==> config.mk <==
export PLATFORM = sky130hd
export DESIGN_NAME = reveal_engine_flat
export DESIGN_NICKNAME = d
export VERILOG_FILES = /design/src/rtl/minesweeper_pkg.sv /design/src/rtl/reveal_engine_if.sv /design/src/rtl/cell_stack.sv /design/src/rtl/reveal_engine.sv /design/src/flat_wrapper.sv
export SDC_FILE = /design/constraint.sdc
export NUM_CORES = 2
export LEC_CHECK = 0
export CAP_MARGIN = 30
export CORE_MARGIN = 5
export CORE_UTILIZATION = 50
export DETAILED_ROUTE_END_ITERATION = 7
export PLACE_DENSITY = 0.83
export SLEW_MARGIN = 20
export SYNTH_ARGS = -nofsm -noshare
export SYNTH_HDL_FRONTEND = slang
export SYNTH_SLANG_ARGS = --single-unit
==> constraint.sdc <==
create_clock -name clk -period 13.5 [get_ports clk]
set_input_delay 2.025 -clock clk [delete_from_list [all_inputs] [get_ports clk]]
set_output_delay 2.025 -clock clk [all_outputs]
set_load 0.03 [all_outputs]
==> src/rtl/minesweeper_pkg.sv <==
// Shared types and helpers for the minesweeper board logic.
package minesweeper_pkg;

    localparam int GRID_DIM  = 8;
    localparam int CELL_BITS = 4;
    localparam int NUM_CELLS = GRID_DIM * GRID_DIM;

    localparam logic [CELL_BITS-1:0] MINE_VAL = 4'h9;

    typedef enum logic [2:0] {
        ST_IDLE,
        ST_PLAY,
        ST_POP,
        ST_NBR,
        ST_LOST,
        ST_WON
    } state_t;

    // Row/column offsets held as 2-bit two's complement (-1, 0, +1).
    typedef struct packed {
        logic [1:0] dr;
        logic [1:0] dc;
    } nbr_off_t;

    function automatic logic [5:0] cell_idx(input logic [2:0] r, input logic [2:0] c);
        return {r, c};
    endfunction

    function automatic nbr_off_t nbr_offset(input logic [2:0] n);
        case (n)
            3'd0:    return '{dr: 2'b11, dc: 2'b11};
            3'd1:    return '{dr: 2'b11, dc: 2'b00};
            3'd2:    return '{dr: 2'b11, dc: 2'b01};
            3'd3:    return '{dr: 2'b00, dc: 2'b11};
            3'd4:    return '{dr: 2'b00, dc: 2'b01};
            3'd5:    return '{dr: 2'b01, dc: 2'b11};
            3'd6:    return '{dr: 2'b01, dc: 2'b00};
            default: return '{dr: 2'b01, dc: 2'b01};
        endcase
    endfunction

endpackage

==> src/rtl/reveal_engine_if.sv <==
// Map/request/status bundle between the game controller side and the reveal engine.
interface reveal_engine_if;
    logic         map_load;
    logic [255:0] map_flat;
    logic         click_valid;
    logic         flag_valid;
    logic [2:0]   sel_row;
    logic [2:0]   sel_col;
    logic [255:0] map_out;
    logic [63:0]  revealed;
    logic [63:0]  flagged;
    logic         busy;
    logic         game_lost;
    logic         game_won;

    modport master (
        output map_load, map_flat, click_valid, flag_valid, sel_row, sel_col,
        input  map_out, revealed, flagged, busy, game_lost, game_won
    );

    modport slave (
        input  map_load, map_flat, click_valid, flag_valid, sel_row, sel_col,
        output map_out, revealed, flagged, busy, game_lost, game_won
    );
endinterface

==> src/rtl/cell_stack.sv <==
// 64-entry LIFO of 6-bit cell indices used as the flood-fill work list.
module cell_stack (
    input  logic       clk,
    input  logic       rst,
    input  logic       clr,
    input  logic       push,
    input  logic       pop,
    input  logic [5:0] din,
    output logic [5:0] top,
    output logic       empty,
    output logic [6:0] count
);
    logic [5:0] mem [64];
    logic [6:0] sp;

    // Stack pointer: clear wins, then push, then pop.
    always_ff @(posedge clk or negedge rst) begin
        if (!rst)
            sp <= '0;
        else if (clr)
            sp <= '0;
        else if (push)
            sp <= sp + 7'd1;
        else if (pop && sp != 7'd0)
            sp <= sp - 7'd1;
    end

    // Storage needs no reset; only the pointer defines validity.
    always_ff @(posedge clk) begin
        if (push && !clr)
            mem[sp[5:0]] <= din;
    end

    assign top   = mem[sp[5:0] - 6'd1];
    assign empty = (sp == 7'd0);
    assign count = sp;
endmodule

==> src/rtl/reveal_engine.sv <==
// Latches the board, services clicks/flags and flood-fills zero regions.
//
// state   | meaning
// --------+----------------------------------------------
// IDLE    | no board loaded, requests ignored
// PLAY    | board loaded, accepting click/flag
// POP     | pop one index per cycle and reveal it
// NBR     | scan the 8 neighbours of a zero cell
// LOST    | mine opened, wait for map_load
// WON     | all safe cells opened, wait for map_load
module reveal_engine
    import minesweeper_pkg::*;
#(
    parameter int NUM_MINES = 10
) (
    input  logic clk,
    input  logic rst,
    reveal_engine_if.slave bus
);
    state_t     state;
    logic [63:0] pending;
    logic [6:0]  revealed_count;
    logic [2:0]  nbr;
    logic [5:0]  cur_idx;

    logic       stk_push, stk_pop;
    logic [5:0] stk_din, stk_top;
    logic       stk_empty;
    logic [6:0] stk_count;
    logic       unused_stk;

    logic [5:0] sel_idx;
    logic [3:0] sel_val, top_val;
    logic       click_ok, click_safe;
    nbr_off_t   off;
    logic [3:0] nbr_r, nbr_c;
    logic [5:0] nbr_idx;
    logic       nbr_push;

    assign unused_stk = ^stk_count;

    cell_stack u_stack (
        .clk   (clk),
        .rst   (rst),
        .clr   (bus.map_load),
        .push  (stk_push),
        .pop   (stk_pop),
        .din   (stk_din),
        .top   (stk_top),
        .empty (stk_empty),
        .count (stk_count)
    );

    // Request decode, neighbour address generation and stack control.
    always_comb begin
        sel_idx    = cell_idx(bus.sel_row, bus.sel_col);
        sel_val    = bus.map_out[{sel_idx, 2'b00} +: 4];
        top_val    = bus.map_out[{stk_top, 2'b00} +: 4];
        click_ok   = !bus.revealed[sel_idx] && !bus.flagged[sel_idx];
        click_safe = click_ok && (sel_val != MINE_VAL);

        off     = nbr_offset(nbr);
        nbr_r   = {1'b0, cur_idx[5:3]} + {{2{off.dr[1]}}, off.dr};
        nbr_c   = {1'b0, cur_idx[2:0]} + {{2{off.dc[1]}}, off.dc};
        nbr_idx = cell_idx(nbr_r[2:0], nbr_c[2:0]);
        // Out-of-range results (-1 or 8) both have bit 3 set.
        nbr_push = !nbr_r[3] && !nbr_c[3] && !bus.revealed[nbr_idx]
                   && !bus.flagged[nbr_idx] && !pending[nbr_idx];

        stk_push = 1'b0;
        stk_pop  = 1'b0;
        stk_din  = sel_idx;
        if (!bus.map_load) begin
            case (state)
                ST_PLAY: stk_push = bus.click_valid && click_safe;
                ST_POP:  stk_pop  = !stk_empty;
                ST_NBR: begin
                    stk_push = nbr_push;
                    stk_din  = nbr_idx;
                end
                default: ;
            endcase
        end
    end

    // Main FSM with registered status outputs.
    always_ff @(posedge clk or negedge rst) begin
        if (!rst) begin
            state          <= ST_IDLE;
            bus.map_out    <= '0;
            bus.revealed   <= '0;
            bus.flagged    <= '0;
            bus.busy       <= 1'b0;
            bus.game_lost  <= 1'b0;
            bus.game_won   <= 1'b0;
            pending        <= '0;
            revealed_count <= '0;
            nbr            <= '0;
            cur_idx        <= '0;
        end else if (bus.map_load) begin
            state          <= ST_PLAY;
            bus.map_out    <= bus.map_flat;
            bus.revealed   <= '0;
            bus.flagged    <= '0;
            bus.busy       <= 1'b0;
            bus.game_lost  <= 1'b0;
            bus.game_won   <= 1'b0;
            pending        <= '0;
            revealed_count <= '0;
            nbr            <= '0;
            cur_idx        <= '0;
        end else begin
            case (state)
                ST_PLAY: begin
                    if (bus.click_valid) begin
                        if (click_ok && sel_val == MINE_VAL) begin
                            bus.revealed[sel_idx] <= 1'b1;
                            bus.game_lost         <= 1'b1;
                            state                 <= ST_LOST;
                        end else if (click_safe) begin
                            pending[sel_idx] <= 1'b1;
                            bus.busy         <= 1'b1;
                            state            <= ST_POP;
                        end
                    end else if (bus.flag_valid && !bus.revealed[sel_idx]) begin
                        bus.flagged[sel_idx] <= ~bus.flagged[sel_idx];
                    end
                end
                ST_POP: begin
                    if (stk_empty) begin
                        bus.busy <= 1'b0;
                        if (revealed_count == 7'(64 - NUM_MINES)) begin
                            bus.game_won <= 1'b1;
                            state        <= ST_WON;
                        end else begin
                            state <= ST_PLAY;
                        end
                    end else begin
                        bus.revealed[stk_top] <= 1'b1;
                        revealed_count        <= revealed_count + 7'd1;
                        if (top_val == 4'd0) begin
                            cur_idx <= stk_top;
                            nbr     <= '0;
                            state   <= ST_NBR;
                        end
                    end
                end
                ST_NBR: begin
                    if (nbr_push)
                        pending[nbr_idx] <= 1'b1;
                    if (nbr == 3'd7)
                        state <= ST_POP;
                    else
                        nbr <= nbr + 3'd1;
                end
                default: ;
            endcase
        end
    end
endmodule
==> src/flat_wrapper.sv <==
// flat-port wrapper written by rule: the top's interface ports become plain ports
module reveal_engine_flat import minesweeper_pkg::*;
#(
    parameter int NUM_MINES = 10
)
  (clk, rst, bus_map_load, bus_map_flat, bus_click_valid, bus_flag_valid, bus_sel_row, bus_sel_col, bus_map_out, bus_revealed, bus_flagged, bus_busy, bus_game_lost, bus_game_won);
  reveal_engine_if bus_i ();
  input  logic clk;
  input  logic rst;
  input wire logic [$bits(bus_i.map_load)-1:0] bus_map_load;
  input wire logic [$bits(bus_i.map_flat)-1:0] bus_map_flat;
  input wire logic [$bits(bus_i.click_valid)-1:0] bus_click_valid;
  input wire logic [$bits(bus_i.flag_valid)-1:0] bus_flag_valid;
  input wire logic [$bits(bus_i.sel_row)-1:0] bus_sel_row;
  input wire logic [$bits(bus_i.sel_col)-1:0] bus_sel_col;
  output wire logic [$bits(bus_i.map_out)-1:0] bus_map_out;
  output wire logic [$bits(bus_i.revealed)-1:0] bus_revealed;
  output wire logic [$bits(bus_i.flagged)-1:0] bus_flagged;
  output wire logic [$bits(bus_i.busy)-1:0] bus_busy;
  output wire logic [$bits(bus_i.game_lost)-1:0] bus_game_lost;
  output wire logic [$bits(bus_i.game_won)-1:0] bus_game_won;
  assign bus_i.map_load = bus_map_load;
  assign bus_i.map_flat = bus_map_flat;
  assign bus_i.click_valid = bus_click_valid;
  assign bus_i.flag_valid = bus_flag_valid;
  assign bus_i.sel_row = bus_sel_row;
  assign bus_i.sel_col = bus_sel_col;
  assign bus_map_out = bus_i.map_out;
  assign bus_revealed = bus_i.revealed;
  assign bus_flagged = bus_i.flagged;
  assign bus_busy = bus_i.busy;
  assign bus_game_lost = bus_i.game_lost;
  assign bus_game_won = bus_i.game_won;
  reveal_engine #(.NUM_MINES(NUM_MINES)) u_core (.clk(clk), .rst(rst), .bus(bus_i));
endmodule
# After elaboration in Yosys (flattened, before gate mapping)
# Memories as Yosys holds them, arrays and structs flattened.
# Cells that the tools add are included.
dict set report word_totals {
  n_memories 1
  ramBits 384
  register_bits 477
  word_cells 189
  output_inout_bits 387
  input_bits 267
}
dict set report classes {
  shifts 2
  mux 79
  reduce_logical 50
  eq_ne 27
  order_cmp 6
  bitwise_logic 5
  addsub 7
}
# memory depth width rd rd_ports_with_merged_regs write_ports line_no
set memory_table {}
lappend memory_table {u_core.u_stack.mem 64 6 1 0 1 cell_stack.sv:13} ;# logic [5:0] mem [64];
# cell n
set ops {}
lappend ops {{$mux 64} 13}
lappend ops {{$shiftx 256x9->4} 2}
lappend ops {{$or 64x64->64} 4}
lappend ops {{$pmux 64 s2} 2}
lappend ops {{$bwmux 64} 1}
lappend ops {{$mux 7} 6}
lappend ops {{$mux 3} 12}
lappend ops {{$mux 6} 6}
lappend ops {{$bmux 1 s6} 5}
lappend ops {{$pmux 4 s7} 1}
lappend ops {{$mux 1} 26}
lappend ops {{$lt 6x7->1 const B} 3}
lappend ops {{$demux 1 s6} 3}
lappend ops {{$ge 6x1->1 const B} 3}
lappend ops {{$ne 3x2->1 const B} 6}
lappend ops {{$reduce_bool 2->1} 8}
lappend ops {{$reduce_and 5->1} 3}
lappend ops {{$add 7x1->7 const B} 2}
lappend ops {{$logic_and 1x1->1} 14}
lappend ops {{$eq 3x2->1 const B} 4}
lappend ops {{$eq 3x3->1 const B} 4}
lappend ops {{$ne 3x3->1 const B} 4}
lappend ops {{$reduce_and 3->1} 4}
lappend ops {{$reduce_bool 3->1} 4}
lappend ops {{22 further kinds} 36}

# Logic depth before layout (Yosys ltp)
dict set report logic_depth {
  word_depth 14
  ltp_mapped 32
  mapped_depth_nobuf 27
}

# By module
# A second synthesis with hierarchy kept.
dict set report hier_totals {
  cells_unflattened 3298
  area_unflattened_um2 41604.9
}
# module seq_area_each_um2 area_each_um2 cells_per_inst n_inst
set by_module_without_submodules {}
lappend by_module_without_submodules {reveal_engine 11761.3 25881.1 2446 1}
lappend by_module_without_submodules {cell_stack 11706.2 15723.8 852 1}

# Worst setup path after synthesis
# Ideal clock, no wire load.
dict set report synth_timing {
  path_kind {input port to flip-flop}
  start {input bus_sel_col[2]}
  end {register u_core.u_stack.sp[6], in the netlist u_core.u_stack.count[6]}
  arrival_ns 6.567
  setup_slack_ns 6.802
  path_buffers 7
  setup_ns 0.132
  cell_stages 25
  t_required_ns 13.368
  cell_sequence {clkbuf_1 buf_1 clkbuf_1 buf_2 buf_2 o22ai_1 a211oi_1 o21ai_0 nor4_1 a31oi_1 nand3_1 a32oi_1 nor3b_1 buf_2 buf_2 nand2_1 ha_1 nor2b_1 o21ai_0 nand2b_1 a21o_1 a21oi_1 mux2i_1 xor2_1 nor2_1}
}
dict set report synth_via {
  elab_chain_cells 10
  word_cells_on_any_way 16
  cone_classes {eq/ne (1); shift (1); mux (8); reduce/logical (6)}
}
# element line_no
set synth_rtl {}
lappend synth_rtl {{start, declared} flat_wrapper.sv:15} ;# input wire logic [$bits(bus_i.sel_col)-1:0] bus_sel_col;
lappend synth_rtl {{branches (longest 4 deep; another with $shiftx 256x9->4)} n/a}
lappend synth_rtl {{$logic_and 1x1->1 (*)} reveal_engine.sv:60} ;# click_safe = click_ok && (sel_val != MINE_VAL);
lappend synth_rtl {{$logic_and 1x1->1 (*)} reveal_engine.sv:75} ;# ST_PLAY: stk_push = bus.click_valid && click_safe;
lappend synth_rtl {{$pmux 1 s2 (*)} reveal_engine.sv:74} ;# case (state)
lappend synth_rtl {{$mux 1 (*)} reveal_engine.sv:73} ;# if (!bus.map_load) begin
lappend synth_rtl {{$mux 7} cell_stack.sv:22} ;# else if (push)
lappend synth_rtl {{$mux 7} cell_stack.sv:20} ;# else if (clr)
lappend synth_rtl {{end signal, assigned} cell_stack.sv:23} ;# sp <= sp + 7'd1;
lappend synth_rtl {{end signal, assigned} cell_stack.sv:25} ;# sp <= sp - 7'd1;
lappend synth_rtl {{end, declared} cell_stack.sv:14} ;# logic [6:0] sp;
# Mark *: on every way between the ends. The select of a mux whose other input is x is not followed.
# A chain may end at the register's enable or synchronous reset.

# Final worst setup path
dict set report layout_timing {
  start {input bus_sel_col[0]}
  end {memory u_core.u_stack.mem[24][1] (enable)}
}
dict set report layout_via {
  elab_chain_cells 11
  word_cells_on_any_way 16
  cone_classes {eq/ne (1); shift (1); mux (8); reduce/logical (6)}
}
# element line_no
set layout_rtl {}
lappend layout_rtl {{branches (longest 4 deep; another with $shiftx 256x9->4)} n/a}
lappend layout_rtl {{$logic_and 1x1->1 (*)} reveal_engine.sv:60}
lappend layout_rtl {{$logic_and 1x1->1 (*)} reveal_engine.sv:75}
lappend layout_rtl {{$pmux 1 s2 (*)} reveal_engine.sv:74}
lappend layout_rtl {{$mux 1 (*)} reveal_engine.sv:73}
lappend layout_rtl {{$logic_and 1x1->1 (*)} cell_stack.sv:30} ;# if (push && !clr)
lappend layout_rtl {{$mux 1 (*)} cell_stack.sv:30}
lappend layout_rtl {{$mux 1 (not written as such) (*)} cell_stack.sv:31} ;# mem[sp[5:0]] <= din;
lappend layout_rtl {{end, declared} cell_stack.sv:13}
# Marked as above.

==> out/metrics.yaml <==
worst_setup_path:
  critical_path.startpoint_type: "input pin"
  worstPathMaxFanout: 74
  worst-endpoint-arrival_ns: 7.93
  cp-end-kind: "register"
  reg2reg_from: "u_core.nbr[0]"
  path_class: "in2reg"
  crit_required_ns: 13.79
  cp-startpoint: "bus_sel_col[0]"
  cp_cell_sequence: "buf_2, buf_4, and3b_2, a22o_1, a221oi_1, a31oi_1, nor3_1, nor4bb_1, nand2_1, nor3_1, a32oi_1, nor3b_2, buf_4, nand3_1, nor2_1"
  critPathMaxStageDelay_ns: 0.95
  cpMaxStageDelayCell: "nand3_1"
clock_tree:
  clk_latency_ns: 0.69
  cts.sinks: 861
  cts_htree_levels: 3
  cts_hold_buf: 0
  cts_tree: "done"
  path_clk_slew_ns: 0.06
  post_cts_buffers: 0
  cts_root_buf: "clkbuf_16"
  post_cts_resized: 0
  cts_buffers: 88
  cts_buffer_depth: 3
detailed_routing:
  antenna_left: 0
  routed_via_density: 6.96
  routedWlPerCell_um: 36.4
  drcViolationCount: 3
  num_vias: 35200
  dr.pass1.iters: 8
  drt-initial-drc-count: 6368
  routed_wl_mm: 184
synthesis:
  avgSynthCellArea_um2: 12.4
  syn_area_um2: 41400
  synth-async-reset-ratio: 0.554
  synth_enable_flop_cells: 384
  ys_seq_elements: 861
  syn_nets: 3629
  yosysUniqueCellTypes: 89
  synth_top_area_cell: "dfrtp_1"
  synth_ff_type: "dfrtp_1"
  yosysWarnings: 0
  yosys.area.top_type_share: 0.288
  synth_cells: 3341
  synth_most_common_cell: "dfrtp_1"
  ys_seq_area_frac: 0.567
  ys_top_cells_by_area: "dfrtp_1 (29%), edfxtp_1 (28%), mux2_2 (8.0%)"
  synth_common_cells: "dfrtp_1 (477), edfxtp_1 (384), nor2_1 (346)"
sta:
  rsz0062_at_grt: "false"
  maxSlewHeadroom: 0.273
  fin_crit_sh: 0.566
  fin_skew_ns: 0.0537
  timing.setup.tns_ns: 0
  final_hold_viol_count: 0
  slew_violations: 0
  tightestPinTransition_ns: 1.09
  fmax_mhz: 131
  fin_crit_ns: 7.64
  report.final.setup_viol: 0
placement:
  io_buffers: 653
  place_congestion: 1.06
  dp_hpwl_mm: 129
floorplanning:
  ios: 654
  initial_utilization: 0.504
  fp.dieW_um: 298
  coreArea_um2: 82100
  core.rowCount: 105
  die_y_um: 298
  die_area_um2: 88600
cells_and_area:
  drive_gt1_frac: 0.176
  fin_util: 0.633
  nNetsFinal: 4181
  area_growth_pct: 25.5
global_routing:
  grt_max_degree: 170
  grt_pass1_vias: 33400
  grt_pass1_wl_mm: 258
  track_usage: 0.403
  grt_overflow: 0
  grt_antenna_before_repair: 26
flow_run:
  max_cap_viol_count: 0
pwr:
  peakVddDrop_v: 0.000571
  intPower_mw: 7.07
  p_switching_mw: 6.03
  power_density_nw_per_um2: 252
  leakagePower_nw: 19.1
  clock_power_share: 0.199
  p_comb_frac: 0.558
  p_sw_frac: 0.461
  power_frac_seq: 0.243
worst_hold_path:
  hold_path_class: "reg2reg"
  hold_start: "u_core.pending[21]"
outcome:
  status: "finished with violations"
  violations: "design-rule violations"
-- power groups by stage --
| stage | sequential [mW] | clock, mW | combinational [mW] |
|---|---|---|---|
| finish | 3.19 | 2.61 | 7.30 |
| global route | 3.18 | 2.72 | 7.42 |
| CTS | 3.17 | 2.61 | 6.93 |
| detailed placement | 3.21 | 0 | 6.88 |
| global placement | 3.21 | 0 | 6.70 |
| floorplan | 3.23 | 0 | 4.79 |
-- layout by cell type (no fill, tap or decap), drive strengths merged, types with 98 or more instances in the layout --
cell type,synthesis,final
clkdlybuf4s50,0,648
dfrtp,477,477
edfxtp,384,384
nor2,347,347
mux2,296,296
nand2,257,257
a21oi,247,247
o22ai,153,153
mux4,139,139
clkbuf,165,114
nand3,103,103
mux2i,98,98
-- through the flow --
step / hold slack [ns] / setup WS, ns / power, mW / area [µm²] / std cells
2_1_floorplan: 0.454 / 6.80 / 8.02 / 41400 / 3341
3_3_place_gp: 0.470 / 5.66 / 9.91 / 48600 / 4857
3_5_place_dp: 0.477 / 5.31 / 10.1 / 48700 / 4862
4_1_cts: 0.492 / 5.97 / 12.7 / 51800 / 5026
5_1_grt: 0.523 / 5.86 / 13.3 / 51900 / 5042
6_report: 0.487 / 5.86 / 13.1 / 52000 / 5055
-- final timing paths --
path	end	slack, ns	cells past startpoint
min in group asynchronous	u_core.bus.map_out[6]	1.41	1
min reg2reg	u_core.pending[21]	0.49	2
max in group asynchronous	u_core.bus.flagged[22]	9.85	4
min	u_core.pending[21]	0.49	2
max	u_core.u_stack.mem[24][1]	5.86	15
max reg2reg	u_core.u_stack.mem[24][1]	6.11	19
-- final cells by class --
cell class | count | area [µm²]
timing repair buffer | 715 | 7120
tap | 1070 | 1340
antenna | 18 | 45.0
multi-input combinational | 2206 | 16800
fill | 6104 | 30200
clock inverter | 50 | 568
inverter | 21 | 78.8
sequential | 861 | 23500
clock buffer | 114 | 2500
-- per-layer routing --
layer	routed length, µm	global-route usage
met5	115	0
met4	19100	0.295
met3	26100	0.162
met2	78300	0.593
met1	60500	0.481
-- state kept, by name, indices dropped and copies added, names as in the netlist --
register,flops
u_core.cur_idx,6
u_core.state,3
u_core.revealed_count,7
u_core.nbr,3
u_core.u_stack.count,7
u_core.bus.game_won,1
u_core.u_stack.mem,384
u_core.bus.busy,1
u_core.pending,64
u_core.bus.game_lost,1
u_core.bus.revealed,64
u_core.bus.flagged,64
u_core.bus.map_out,256
-- worst max-delay path, delay by kind of cell --
kind                   cells  cell delay (ns)
AND/OR/NAND/NOR            8             3.72
buffers and inverters      3             1.29
AO/OA/AOI/OAI              4             0.75
-- cell families after synthesis --
| kind of cell | share of synthesized area |
|---|---|
| buffers and inverters | 0.0301 |
| XOR/XNOR | 0.00481 |
| multiplexers | 0.180 |
| adder cells (fa/ha/maj) | 0.00671 |
| flip-flops | 0.567 |
| AO/OA/AOI/OAI | 0.113 |
| AND/OR/NAND/NOR | 0.0974 |
Note: power is estimated with default switching activity, not from simulation.
